==> src/rtl/clock_monitor.sv <==
`default_nettype none
// ----------------------------------------------------------------------------
// clock_monitor: synchronises a slow monitored clock, emits rise/fall pulses,
// measures phase lengths and flags fast or stalled clocks.
// Optional feature macro: CLKMON_STICKY_EN (adds fault_clr / fault_sticky).
// Rev 1.0
// ----------------------------------------------------------------------------
module clock_monitor #(
  parameter int SYNC_STAGES = 2,
  parameter int CNT_W       = 16,
  parameter int MIN_HALF    = 4,
  parameter int MAX_HALF    = 1000,
  parameter int LOCK_CNT    = 4
) (
  input  logic             CLK,
  input  logic             RST,
  input  logic             mon_in,
  input  logic             enable,
`ifdef CLKMON_STICKY_EN
  input  logic             fault_clr,
  output logic             fault_sticky,
`endif
  output logic             rise,
  output logic             fall,
  output logic [CNT_W-1:0] half_period,
  output logic             period_valid,
  output logic             locked,
  output logic             too_fast,
  output logic             stuck
);

  localparam int GOOD_W = $clog2(LOCK_CNT + 1);

  localparam logic [2:0] S_IDLE    = 3'd0;
  localparam logic [2:0] S_ACQUIRE = 3'd1;
  localparam logic [2:0] S_MEASURE = 3'd2;
  localparam logic [2:0] S_LOCKED  = 3'd3;
  localparam logic [2:0] S_FAULT   = 3'd4;

  localparam logic [CNT_W-1:0]  MIN_V    = CNT_W'(MIN_HALF);
  localparam logic [CNT_W-1:0]  MAX_V    = CNT_W'(MAX_HALF);
  localparam logic [CNT_W-1:0]  CNT_SAT  = {CNT_W{1'b1}};
  localparam logic [CNT_W-1:0]  CNT_ONE  = CNT_W'(1);
  localparam logic [GOOD_W-1:0] LOCK_VAL = GOOD_W'(LOCK_CNT);
  localparam logic [GOOD_W-1:0] GOOD_ONE = GOOD_W'(1);

  logic [SYNC_STAGES-1:0] sync_q;
  logic                   prev_q;
  logic                   rise_q;
  logic                   fall_q;
  logic [CNT_W-1:0]       cnt_q,   cnt_d;
  logic [CNT_W-1:0]       half_q,  half_d;
  logic                   pv_q,    pv_d;
  logic [GOOD_W-1:0]      good_q,  good_d;
  logic [2:0]             state_q, state_d;
  logic                   locked_q;
  logic                   tf_q,    tf_d;
  logic                   st_q,    st_d;

  logic                   sync_s;
  logic                   edge_w;
  logic [GOOD_W-1:0]      good_inc;
  logic [CNT_W-1:0]       cnt_inc;

  assign sync_s   = sync_q[SYNC_STAGES-1];
  assign edge_w   = sync_s ^ prev_q;
  assign good_inc = good_q + GOOD_ONE;
  assign cnt_inc  = (cnt_q == CNT_SAT) ? cnt_q : cnt_q + CNT_ONE;

  // Synchroniser and edge pulses run regardless of FSM state.
  always_ff @(posedge CLK or posedge RST) begin
    if (RST) begin
      sync_q <= '0;
      prev_q <= 1'b0;
      rise_q <= 1'b0;
      fall_q <= 1'b0;
    end else begin
      sync_q <= {sync_q[SYNC_STAGES-2:0], mon_in};
      prev_q <= sync_s;
      rise_q <= sync_s & ~prev_q;
      fall_q <= ~sync_s & prev_q;
    end
  end

  always_comb begin
    state_d = state_q;
    cnt_d   = cnt_q;
    half_d  = half_q;
    pv_d    = 1'b0;
    good_d  = good_q;
    tf_d    = tf_q;
    st_d    = st_q;
    if (!enable) begin
      state_d = S_IDLE;
      cnt_d   = '0;
      half_d  = '0;
      good_d  = '0;
      tf_d    = 1'b0;
      st_d    = 1'b0;
    end else begin
      case (state_q)
        S_IDLE: begin
          state_d = S_ACQUIRE;
          cnt_d   = '0;
        end
        S_ACQUIRE: begin
          // First edge only anchors the counter; its phase length is unknown.
          if (edge_w) begin
            cnt_d   = CNT_ONE;
            good_d  = '0;
            state_d = S_MEASURE;
          end
        end
        S_MEASURE, S_LOCKED, S_FAULT: begin
          cnt_d = edge_w ? CNT_ONE : cnt_inc;
          if (edge_w) begin
            half_d = cnt_q;
            pv_d   = 1'b1;
            if (cnt_q < MIN_V) begin
              state_d = S_FAULT;
              tf_d    = 1'b1;
              st_d    = 1'b0;
            end else if (cnt_q > MAX_V) begin
              state_d = S_FAULT;
              tf_d    = 1'b0;
              st_d    = 1'b1;
            end else if (state_q == S_FAULT) begin
              state_d = S_MEASURE;
              good_d  = GOOD_ONE;
              tf_d    = 1'b0;
              st_d    = 1'b0;
            end else if (state_q == S_MEASURE) begin
              good_d = good_inc;
              if (good_inc >= LOCK_VAL) begin
                state_d = S_LOCKED;
              end
            end
          end else if (cnt_q > MAX_V) begin
            state_d = S_FAULT;
            tf_d    = 1'b0;
            st_d    = 1'b1;
          end
        end
        default: begin
          state_d = S_IDLE;
          cnt_d   = '0;
        end
      endcase
    end
  end

  always_ff @(posedge CLK or posedge RST) begin
    if (RST) begin
      state_q  <= S_IDLE;
      cnt_q    <= '0;
      half_q   <= '0;
      pv_q     <= 1'b0;
      good_q   <= '0;
      locked_q <= 1'b0;
      tf_q     <= 1'b0;
      st_q     <= 1'b0;
    end else begin
      state_q  <= state_d;
      cnt_q    <= cnt_d;
      half_q   <= half_d;
      pv_q     <= pv_d;
      good_q   <= good_d;
      // Derived from the next state so locked drops on the entry cycle.
      locked_q <= (state_d == S_LOCKED);
      tf_q     <= tf_d;
      st_q     <= st_d;
    end
  end

`ifdef CLKMON_STICKY_EN
  logic sticky_q;

  // A new fault entry takes priority over a simultaneous clear.
  always_ff @(posedge CLK or posedge RST) begin
    if (RST) begin
      sticky_q <= 1'b0;
    end else if ((state_d == S_FAULT) && (state_q != S_FAULT)) begin
      sticky_q <= 1'b1;
    end else if (fault_clr) begin
      sticky_q <= 1'b0;
    end
  end

  assign fault_sticky = sticky_q;
`endif

  assign rise         = rise_q;
  assign fall         = fall_q;
  assign half_period  = half_q;
  assign period_valid = pv_q;
  assign locked       = locked_q;
  assign too_fast     = tf_q;
  assign stuck        = st_q;

endmodule
`default_nettype wire

==> config.mk <==
export PLATFORM = sky130hd
export DESIGN_NAME = clock_monitor
export DESIGN_NICKNAME = d
export VERILOG_FILES = /design/src/rtl/clock_monitor.sv
export SDC_FILE = /design/constraint.sdc
export NUM_CORES = 1
export LEC_CHECK = 0
export BUFFER_PORTS_ARGS = -buffer_cell sky130_fd_sc_hd__buf_2
export CAP_MARGIN = 20
export CELL_PAD_IN_SITES_DETAIL_PLACEMENT = 1
export CELL_PAD_IN_SITES_GLOBAL_PLACEMENT = 1
export CORE_MARGIN = 2
export CORE_UTILIZATION = 38
export CTS_BUF_LIST = sky130_fd_sc_hd__clkbuf_16
export DETAILED_ROUTE_END_ITERATION = 12
export GPL_TIMING_DRIVEN = 0
export PLACE_DENSITY_LB_ADDON = 0.1
export SLEW_MARGIN = 15
export SYNTH_ARGS = -nofsm -noshare
export SYNTH_HDL_FRONTEND = slang
export SYNTH_SLANG_ARGS = --single-unit
==> constraint.sdc <==
create_clock -name CLK -period 2.8 [get_ports CLK]
set_clock_uncertainty 0.15 [all_clocks]
set_input_delay 0.28 -clock CLK [delete_from_list [all_inputs] [get_ports CLK]]
set_output_delay 0.28 -clock CLK [all_outputs]
set_load 0.02 [all_outputs]
---- Word level (Yosys, flattened, before mapping) ----
Index checks and enable logic that the tools add are counted.
Widths: inputs -> output; s select.
storage, ports and cells
  bits in registers ....................... 47
  word-level logic and storage cells ...... 87
  input port bits ......................... 4
  output and inout port bits .............. 22
operators by class
  reductions and logical operators ........ 6
  equality and inequality tests ........... 17
  muxes and demuxes ....................... 42
  add/sub/neg operators ................... 2
  bitwise gates (word level) .............. 5
  magnitude comparators ................... 3
operators with widths
  kind                   number
  $mux 16                7
  $mux 3                 16
  $pmux 16 s2            1
  $add 16x1->16 const B  1
  $eq 16x16->1 const B   1
  $gt 16x10->1 const B   1
  $lt 16x3->1 const B    1
  $mux 1                 16
  $ne 3x3->1 const B     4
  $eq 3x2->1 const B     3
  $pmux 3 s3             1
  $ne 4x4->1 const B     2
  $ne 3x1->1 const B     2
  $pmux 3 s2             1
  $reduce_and 6->1       1
  $ne 2x1->1 const B     2
  $ne 4x1->1 const B     1
  $reduce_and 2->1       2
  $add 3x1->3 const B    1
  $eq 3x1->1 const B     1
  $eq 3x3->1 const B     1
  $ge 3x3->1 const B     1
  $logic_not 3->1        1
  $reduce_and 3->1       1
  4 further kinds        6

---- Depth between registers and ports, before layout ----
Gate-level depths: netlist of the first run.
  word-level depth ........................ 11
  depth in mapped cells ................... 7
  mapped depth without buffers ............ 7

---- Least setup slack after synthesis of the first run ----
Ideal clock, no wire load.
  path kind ............................... register to register
  start ................................... reg state_q[1]
  end ..................................... reg half_q[3] (netlist: half_period[3])
  library setup time ...................... 0.132 ns
  arrival ................................. 1.710 ns
  buffers on the path ..................... 2
  required time ........................... 2.518 ns
  slack ................................... 0.808 ns
  cell stages (with the launch flop) ...... 7
  clock period less this slack ............ 1.992 ns
  cell sequence ........................... dfrtp_1 buf_4 or3b_1 a21oi_4 buf_6 mux2i_1 nor2_1
between the ends
  cells in the longest elaborated chain, start to end .. 4
  elaborated cells between the ends (all ways) .. 6
  those cells by class .................... 4 x eq/ne; 2 x reduce/logical
ends and longest elaborated chain
  what                                      RTL line  source
  from (decl)                               55        logic [2:0] state_q, state_d;
  from (signal assigned)                    163       state_q <= state_d;
  $eq 3x3->1 or $eq 3x2->1 (tied branches)  101       case (state_q)
  $reduce_or 3->1 (*)                       101
  $ne 2x1->1 (no source line) (*)           -
  $reduce_and 2->1 (no source line) (*)     -
  to (signal assigned)                      165       half_q <= half_d;
  to (decl)                                 52        logic [CNT_W-1:0] half_q, half_d;
Mark *: on every way between the ends. The rest lies on a longest branch, timed or not.
A chain may end at the register's enable or synchronous reset.

---- Worst setup path after layout of the first run ----
  start ................................... reg sync_q[1]
  end ..................................... reg st_q (netlist: stuck)
between the ends
  cells in the longest elaborated chain, start to end .. 4
  elaborated cells between the ends (all ways) .. 6
  those cells by class .................... 1 x eq/ne; 3 x mux; 1 x bitwise; 1 x reduce/logical
ends and longest elaborated chain
  what                    RTL line  source
  from (decl)             47        logic [SYNC_STAGES-1:0] sync_q;
  from (signal assigned)  78        sync_q <= {sync_q[SYNC_STAGES-2:0], mon_in};
  $xor 1x1->1 (*)         66        assign edge_w = sync_s ^ prev_q;
  $mux 1                  116       if (edge_w) begin
  $mux 1                  101
  $mux 1                  93        if (!enable) begin
  to (signal assigned)    171       st_q <= st_d;
  to (decl)               58        logic st_q, st_d;
Mark *: on every way between the ends. The rest lies on a longest branch, timed or not. The select of a mux whose other input is x is not followed.

==> results of run 1 <==
-- state kept, by name (all words and copies together) (netlist names) --
register and count:
cnt_q 16, fall 1, good_q 3, half_period 16
locked 1, period_valid 1, prev_q 1, rise 1
state_q 3, stuck 1, sync_q 2, too_fast 1
-- area by class of cell --
type,count,area share
clock inverter,2,0.0127
sequential,47,0.398
buffer,16,0.0292
inverter,9,0.0114
multi-input combinational,182,0.418
tap,77,0.0326
timing repair buffer,28,0.0559
clock buffer,5,0.0423
-- power by group through the flow --
stage               sequential (W)  combinational, W  clock [W]
global placement          0.000717          0.000157          0
global route              0.000706          0.000183   0.000711
detailed placement        0.000718          0.000164          0
CTS                       0.000705          0.000167   0.000685
finish                    0.000705          0.000164   0.000666
floorplan                 0.000719          0.000112          0
-- worst min-delay path by stage --
stage                             to  cells after the start  slack, ns  startpoint
final                     state_q[0]                      3       0.20      enable
after global routing       sync_q[1]                      0       0.21   sync_q[0]
after CTS                 state_q[0]                      3       0.20      enable
after detailed placement        rise                      2       0.19         RST
after global placement     sync_q[1]                      0       0.18   sync_q[0]
after floorplan            sync_q[0]                      0       0.16      mon_in
-- logic make-up (layout without fill, tap and decap cells) --
group / after synthesis / in the layout / share of synthesized area
AND/OR/NAND/NOR: 91 / 91 / 0.198
adder cells (fa/ha/maj): 5 / 5 / 0.0247
buffers and inverters: 25 / 60 / 0.0474
multiplexers: 18 / 18 / 0.0716
XOR/XNOR: 4 / 4 / 0.0138
AO/OA/AOI/OAI: 64 / 64 / 0.180
flip-flops: 47 / 47 / 0.464
-- layer usage --
metal	vias to the layer above	share of wire	track usage	routed length (um)
li1	996	-	-	-
met1	1019	0.48	0.253	3000
met2	27	0.48	0.309	2960
met3	7	0.025	0.0289	152
met4	0	0.014	0.0534	89
met5	-	0	0	0
-- worst min-delay path, cell delays in order --
cell and delay, ns:
buf_2 0.13, nand2b_1 0.14, nor2_1 0.06
-- cells in the final DEF, fill, tap and decap left out, drive strengths merged, types with 2 or more instances in the layout --
master | Yosys | final
nor2 | 25 | 25
a22o | 2 | 2
inv | 8 | 8
a21oi | 22 | 22
o211ai | 3 | 3
o41ai | 2 | 2
or4 | 4 | 4
o32ai | 2 | 2
a211oi | 2 | 2
ha | 5 | 5
and3 | 2 | 2
mux2i | 17 | 17
clkbuf | 8 | 13
or3b | 2 | 2
xor2 | 2 | 2
o31ai | 6 | 6
nor4 | 5 | 5
nand2b | 7 | 7
buf | 8 | 34
and4 | 2 | 2
and2 | 3 | 3
o21ai | 13 | 13
nor2b | 3 | 3
nand4 | 4 | 4
nand3 | 6 | 6
dfrtp | 47 | 47
nand2 | 16 | 16
xnor2 | 2 | 2
or3 | 6 | 6
o22ai | 2 | 2
dlygate4sd3 | 0 | 2
-- through the flow --
step | instance area [um2] | cells | setup slack, ns
global placement | 2750 | 356 | 0.454
floorplan | 2530 | 254 | 0.808
finish | 2960 | 366 | 0.425
CTS | 2960 | 366 | 0.374
global route | 2960 | 366 | 0.233
detailed placement | 2770 | 357 | 0.401
-- timing repair --
action                                  CTS  global route
gates resized for setup                   0             0
endpoints found under the setup margin    0             0
endpoints found under the hold margin    21             0
hold buffers                              2             0
==> run summary, run 1 <==
Status: complete, no violations
Post-CTS setup buffers: 0
Fmax: 421 MHz
Switch Pwr: 0.000370 W
Clock Latency Late Sink: 0.29 ns
Syn_area_per_cell: 9.97 um2
Die width: 85.6 um
Syn Inst Count: 254
HPWL after DPL: 4560 um
CTS tree: yes
Tightest Pin Transition: 0.515 ns
Vias in the first global route: 2124
FF-to-FF setup slack: 0.42 ns
Reg2Reg Depth: 6
Final WL: 6200 um
Area contributors post-synth: dfrtp_1, mux2i_1, a21oi_1
Synthesized area: 2530 um2
Layout cells sized above 1: 0.170
Reg clk slew, reported paths: 0.07 ns
Vias: 2049
Clock Path Buffers: 2
Pint: 0.00116 W
Area occupied by multi-input gates: 1240 um2
Commonest cells post-synth: dfrtp_1, nor2_1, a21oi_1
Global route overflow: 0
Overall power: 0.00153 W
Final hold vios: 0
Worst Path Arrival: 2.41 ns
PwrDens: 519 nW/um2
Crit path buffers/inverters: 3
Critical path class: reg -> reg
Final Max Tran Viols: 0
DRC: 0
Iter 0 DRT Violations: 76
First-pass GRT wire length: 10800 um
Final ANT Viol Nets: 0
Area growth syn-to-layout: 16.7%
CP startpoint kind: flop
Largest net degree at the start of global routing: 28
WHS: 0.201 ns
Final min period: 2.38 ns
Worst Setup End Kind: flop
Sequential share of power: 0.459
Port buffer count: 25
Ys Warns: 0
Flop and latch count out of synthesis: 47
I/O Pins: 26
Inserted Clock Buffers: 5
Async set-reset flop share out of synthesis: 1.00
Delay-heaviest family, CP: buffers and inverters
DR WL/cell: 16.9 um
Setup violators final: 0
Number of flops mapped to enable cells by yosys: 0
Register area share after synthesis: 0.464
Gr usage total: 0.186
Pre-Repair DR Iteration Count: 4
Die Ht: 85.6 um
# fillers: 736
Fin crit share: 0.848
CP max FO: 10
N_diodes: 0
Die area: 7330 um2
Lkg Pwr: 1.26 nW
CTS Sinks: 47
Final Util: 0.463
Layout Nets: 298
Dominant cell type by area after synthesis: dfrtp_1
RSZ-0062 raised after global routing: false
Clock Power Share: 0.434
Worst relative slew slack: 0.657
Vias per cell: 5.60
CP Data Required Time: 2.83 ns
Worst setup path end: stuck
Critical path, cell by cell: inv_1 > ha_1 > buf_1 > clkbuf_1 > a21oi_1 > o32ai_1
Routability congestion estimate: 0.779
Root Buffer: clkbuf_16
Maximum VDD drop: 0.292 mV
Count leader, synth: dfrtp_1
CP max stage cell: clkbuf_1
Dominant synthesized flop cell: dfrtp_1
CORE AREA: 6390 um2
Worst setup path startpoint: sync_q[1]
Max-Cap Viols: 0
Antenna violations before repair: 0
Storage cell area: 1180 um2
Initial Util: 0.397
Combinational power share: 0.107
Critical path's largest stage delay: 0.46 ns
H-tree Lvls: 2
Synth top area share: 0.464
Switch share: 0.241
Mapped Nets: 263
Distinct cells, synth: 55
WP depth: 6
Hold Crit Class: in -> reg
# rows: 29
FF-to-FF Start: sync_q[1]
Reg-to-reg endpoint: stuck
TNS Setup: 0 ns
Power figures use the tool's default switching activity.
==> run 2: changes to the inputs <==
- clock period: 2.8 -> 2 ns (I/O delays scaled with it)
==> run 2 against run 1 <==
- the flow now finishes with violations (negative setup slack)
- power grew 45%
- sequential power grew 40%
- first-iteration DRC count grew 43%
- cell area grew 11%
- critical path depth is the same
- core utilization grew 5.3 points
- global-route usage grew 1.4 points
- setup slack lost 0.54 ns
- fmax grew 12%
- sequential cell count is the same
- critical endpoint is now cnt_q[15]
==> run summary, run 2 (same netlist as run 1, synthesis figures left out) <==
Status: finished, violations left
Failing checks: negative setup slack
H-tree Lvls: 2 (unchanged)
Worst relative slew slack: 0.658 (+0.00111)
Final min period: 2.11 ns (-0.264 ns)
Antenna violations before repair: 0 (unchanged)
Reg-to-reg endpoint: cnt_q[15]
Global route overflow: 0 (unchanged)
Hold Crit Class: in -> reg
Die width: 85.6 um (unchanged)
Worst Path Arrival: 2.17 ns (-0.24 ns)
Layout Nets: 310 (+4.0%)
CTS Sinks: 47 (unchanged)
Initial Util: 0.397 (unchanged)
PwrDens: 678 nW/um2 (+31%)
Worst Setup End Kind: flop
I/O Pins: 26 (unchanged)
Die Ht: 85.6 um (unchanged)
DR WL/cell: 18.6 um (+9.8%)
CP startpoint kind: flop
Non-Filler Instances: 378 (+3.3%)
Die area: 7330 um2 (unchanged)
Maximum VDD drop: 0.420 mV (+44%)
Largest net degree at the start of global routing: 28 (unchanged)
Clock Path Buffers: 2 (unchanged)
Gr usage total: 0.200 (+0.0144)
Port buffer count: 25 (unchanged)
N_diodes: 0 (unchanged)
Vias: 2188 (+6.8%)
Setup violators final: 15 (+15)
Most common cell after layout, fill and taps aside: dfrtp_1
Root Buffer: clkbuf_16
# rows: 29 (unchanged)
Commonest cells after routing, fill and taps aside: dfrtp_1, buf_2, nor2_1
Critical path class: reg -> reg
CORE AREA: 6390 um2 (unchanged)
Vias in the first global route: 2271 (+6.9%)
FF-to-FF Start: cnt_q[0]
Final Max Tran Viols: 0 (unchanged)
WHS: 0.125 ns (-0.0759 ns)
Max-Cap Viols: 0 (unchanged)
Iter 0 DRT Violations: 109 (+43%)
CP Data Required Time: 2.06 ns (-0.77 ns)
FF-to-FF setup slack: -0.11 ns (-0.54 ns)
Reg2Reg Depth: 6 (unchanged)
Clock Latency Late Sink: 0.29 ns (about the same)
Final hold vios: 0 (unchanged)
Pre-Repair DR Iteration Count: 4 (unchanged)
Worst setup path startpoint: cnt_q[0]
Reg clk slew, reported paths: 0.06 ns (about the same)
Fmax: 474 MHz (+12%)
Area growth syn-to-layout: 30.0%
CTS tree: yes
RSZ-0062 raised after global routing: true
Layout cells sized above 1: 0.319 (+0.149)
HPWL after DPL: 4560 um (unchanged)
Tightest Pin Transition: 0.511 ns (-0.00392 ns)
Worst setup path end: cnt_q[15]
Inserted Clock Buffers: 5 (unchanged)
Post-route worst setup slack: -0.111 ns (-0.536 ns)
CP max FO: 8 (-2)
Fin crit share: 1.06 (+0.207)
First-pass GRT wire length: 11500 um (+6.7%)
Vias per cell: 5.79 (+3.4%)
Inst Count DP: 357 (unchanged)
Final WL: 7030 um (+13%)
Routability congestion estimate: 0.779 (unchanged)
Final ANT Viol Nets: 0 (unchanged)
Lkg Pwr: 1.40 nW (+11%)
Overall power: 0.00223 W (+45%)
DRC: 0 (unchanged)
[run 2: changes by cell type in the layout (fill, tap and decap cells not counted), sizes merged]
| cell | previous run | this run |
|---|---|---|
| buf | 34 | 50 |
| clkbuf | 13 | 9 |
[run 2: per-stage QoR]
stage / setup slack [ns] / util / TNS, ns / cell area, um2
floorplan: 0.00845 / - / 0 / 2530
global placement: -0.346 / 0.431 / -13.49 / 2750
detailed placement: -0.399 / 0.434 / -9.11 / 2770
CTS: -0.0755 / 0.495 / -0.399 / 3160
global route: -0.194 / 0.515 / -2.62 / 3290
finish: -0.111 / 0.515 / -0.795 / 3290
[run 2: worst min-delay path by stage]
stage | end | from | depth (start not counted) | slack, ns
detailed placement | rise | RST | 2 | 0.11
global placement | sync_q[0] | mon_in | 1 | 0.16
floorplan | sync_q[0] | mon_in | 0 | 0.08
global route | state_q[0] | enable | 3 | 0.14
finish | state_q[0] | enable | 3 | 0.13
CTS | state_q[0] | enable | 3 | 0.12
[run 2: cell type report]
class,count,area [um2]
multi-input cells,182,1390
repair buffers,46,345
flip-flops and latches,47,1180
fillers,714,3090
clock inverters,2,37.5
clock buffers,5,125
inverters,9,33.8
well taps,77,96.3
plain buffers,10,81.3
[run 2: critical path, stage by stage (launching register included)]
cell	delay, ns
dfrtp_1	0.41
ha_1	0.26
and3_2	0.27
o2111ai_4	0.16
a21oi_4	0.14
or4_1	0.51
a21oi_1	0.14
[run 2: power by group]
part | total (W) | leakage [nW] | internal, W | switching (W)
sequential | 0.000987 | 0.638 | 0.000969 | 0.0000182
clock | 0.000929 | 0.0759 | 0.000582 | 0.000347
combinational | 0.000316 | 0.683 | 0.000136 | 0.000181
total | 0.00223 | 1.40 | 0.00169 | 0.000546
[run 2: repair_timing]
item | 4_1_cts | 5_1_grt
setup buffers | 13 | 4
endpoints found under the hold margin | 21 | 0
pin swaps | 15 | 17
hold buffers | 2 | 0
resized for setup | 27 | 23
endpoints found under the setup margin | 42 | 37
gates cloned | 0 | 1
[run 2: per-layer routing]
layer  wire (um)  GRT usage  up-vias
met5           0          0        -
met4         167     0.0664        0
met3         178     0.0308       22
met2        3570      0.352       50
met1        3120      0.253     1100
li1            -          -     1016
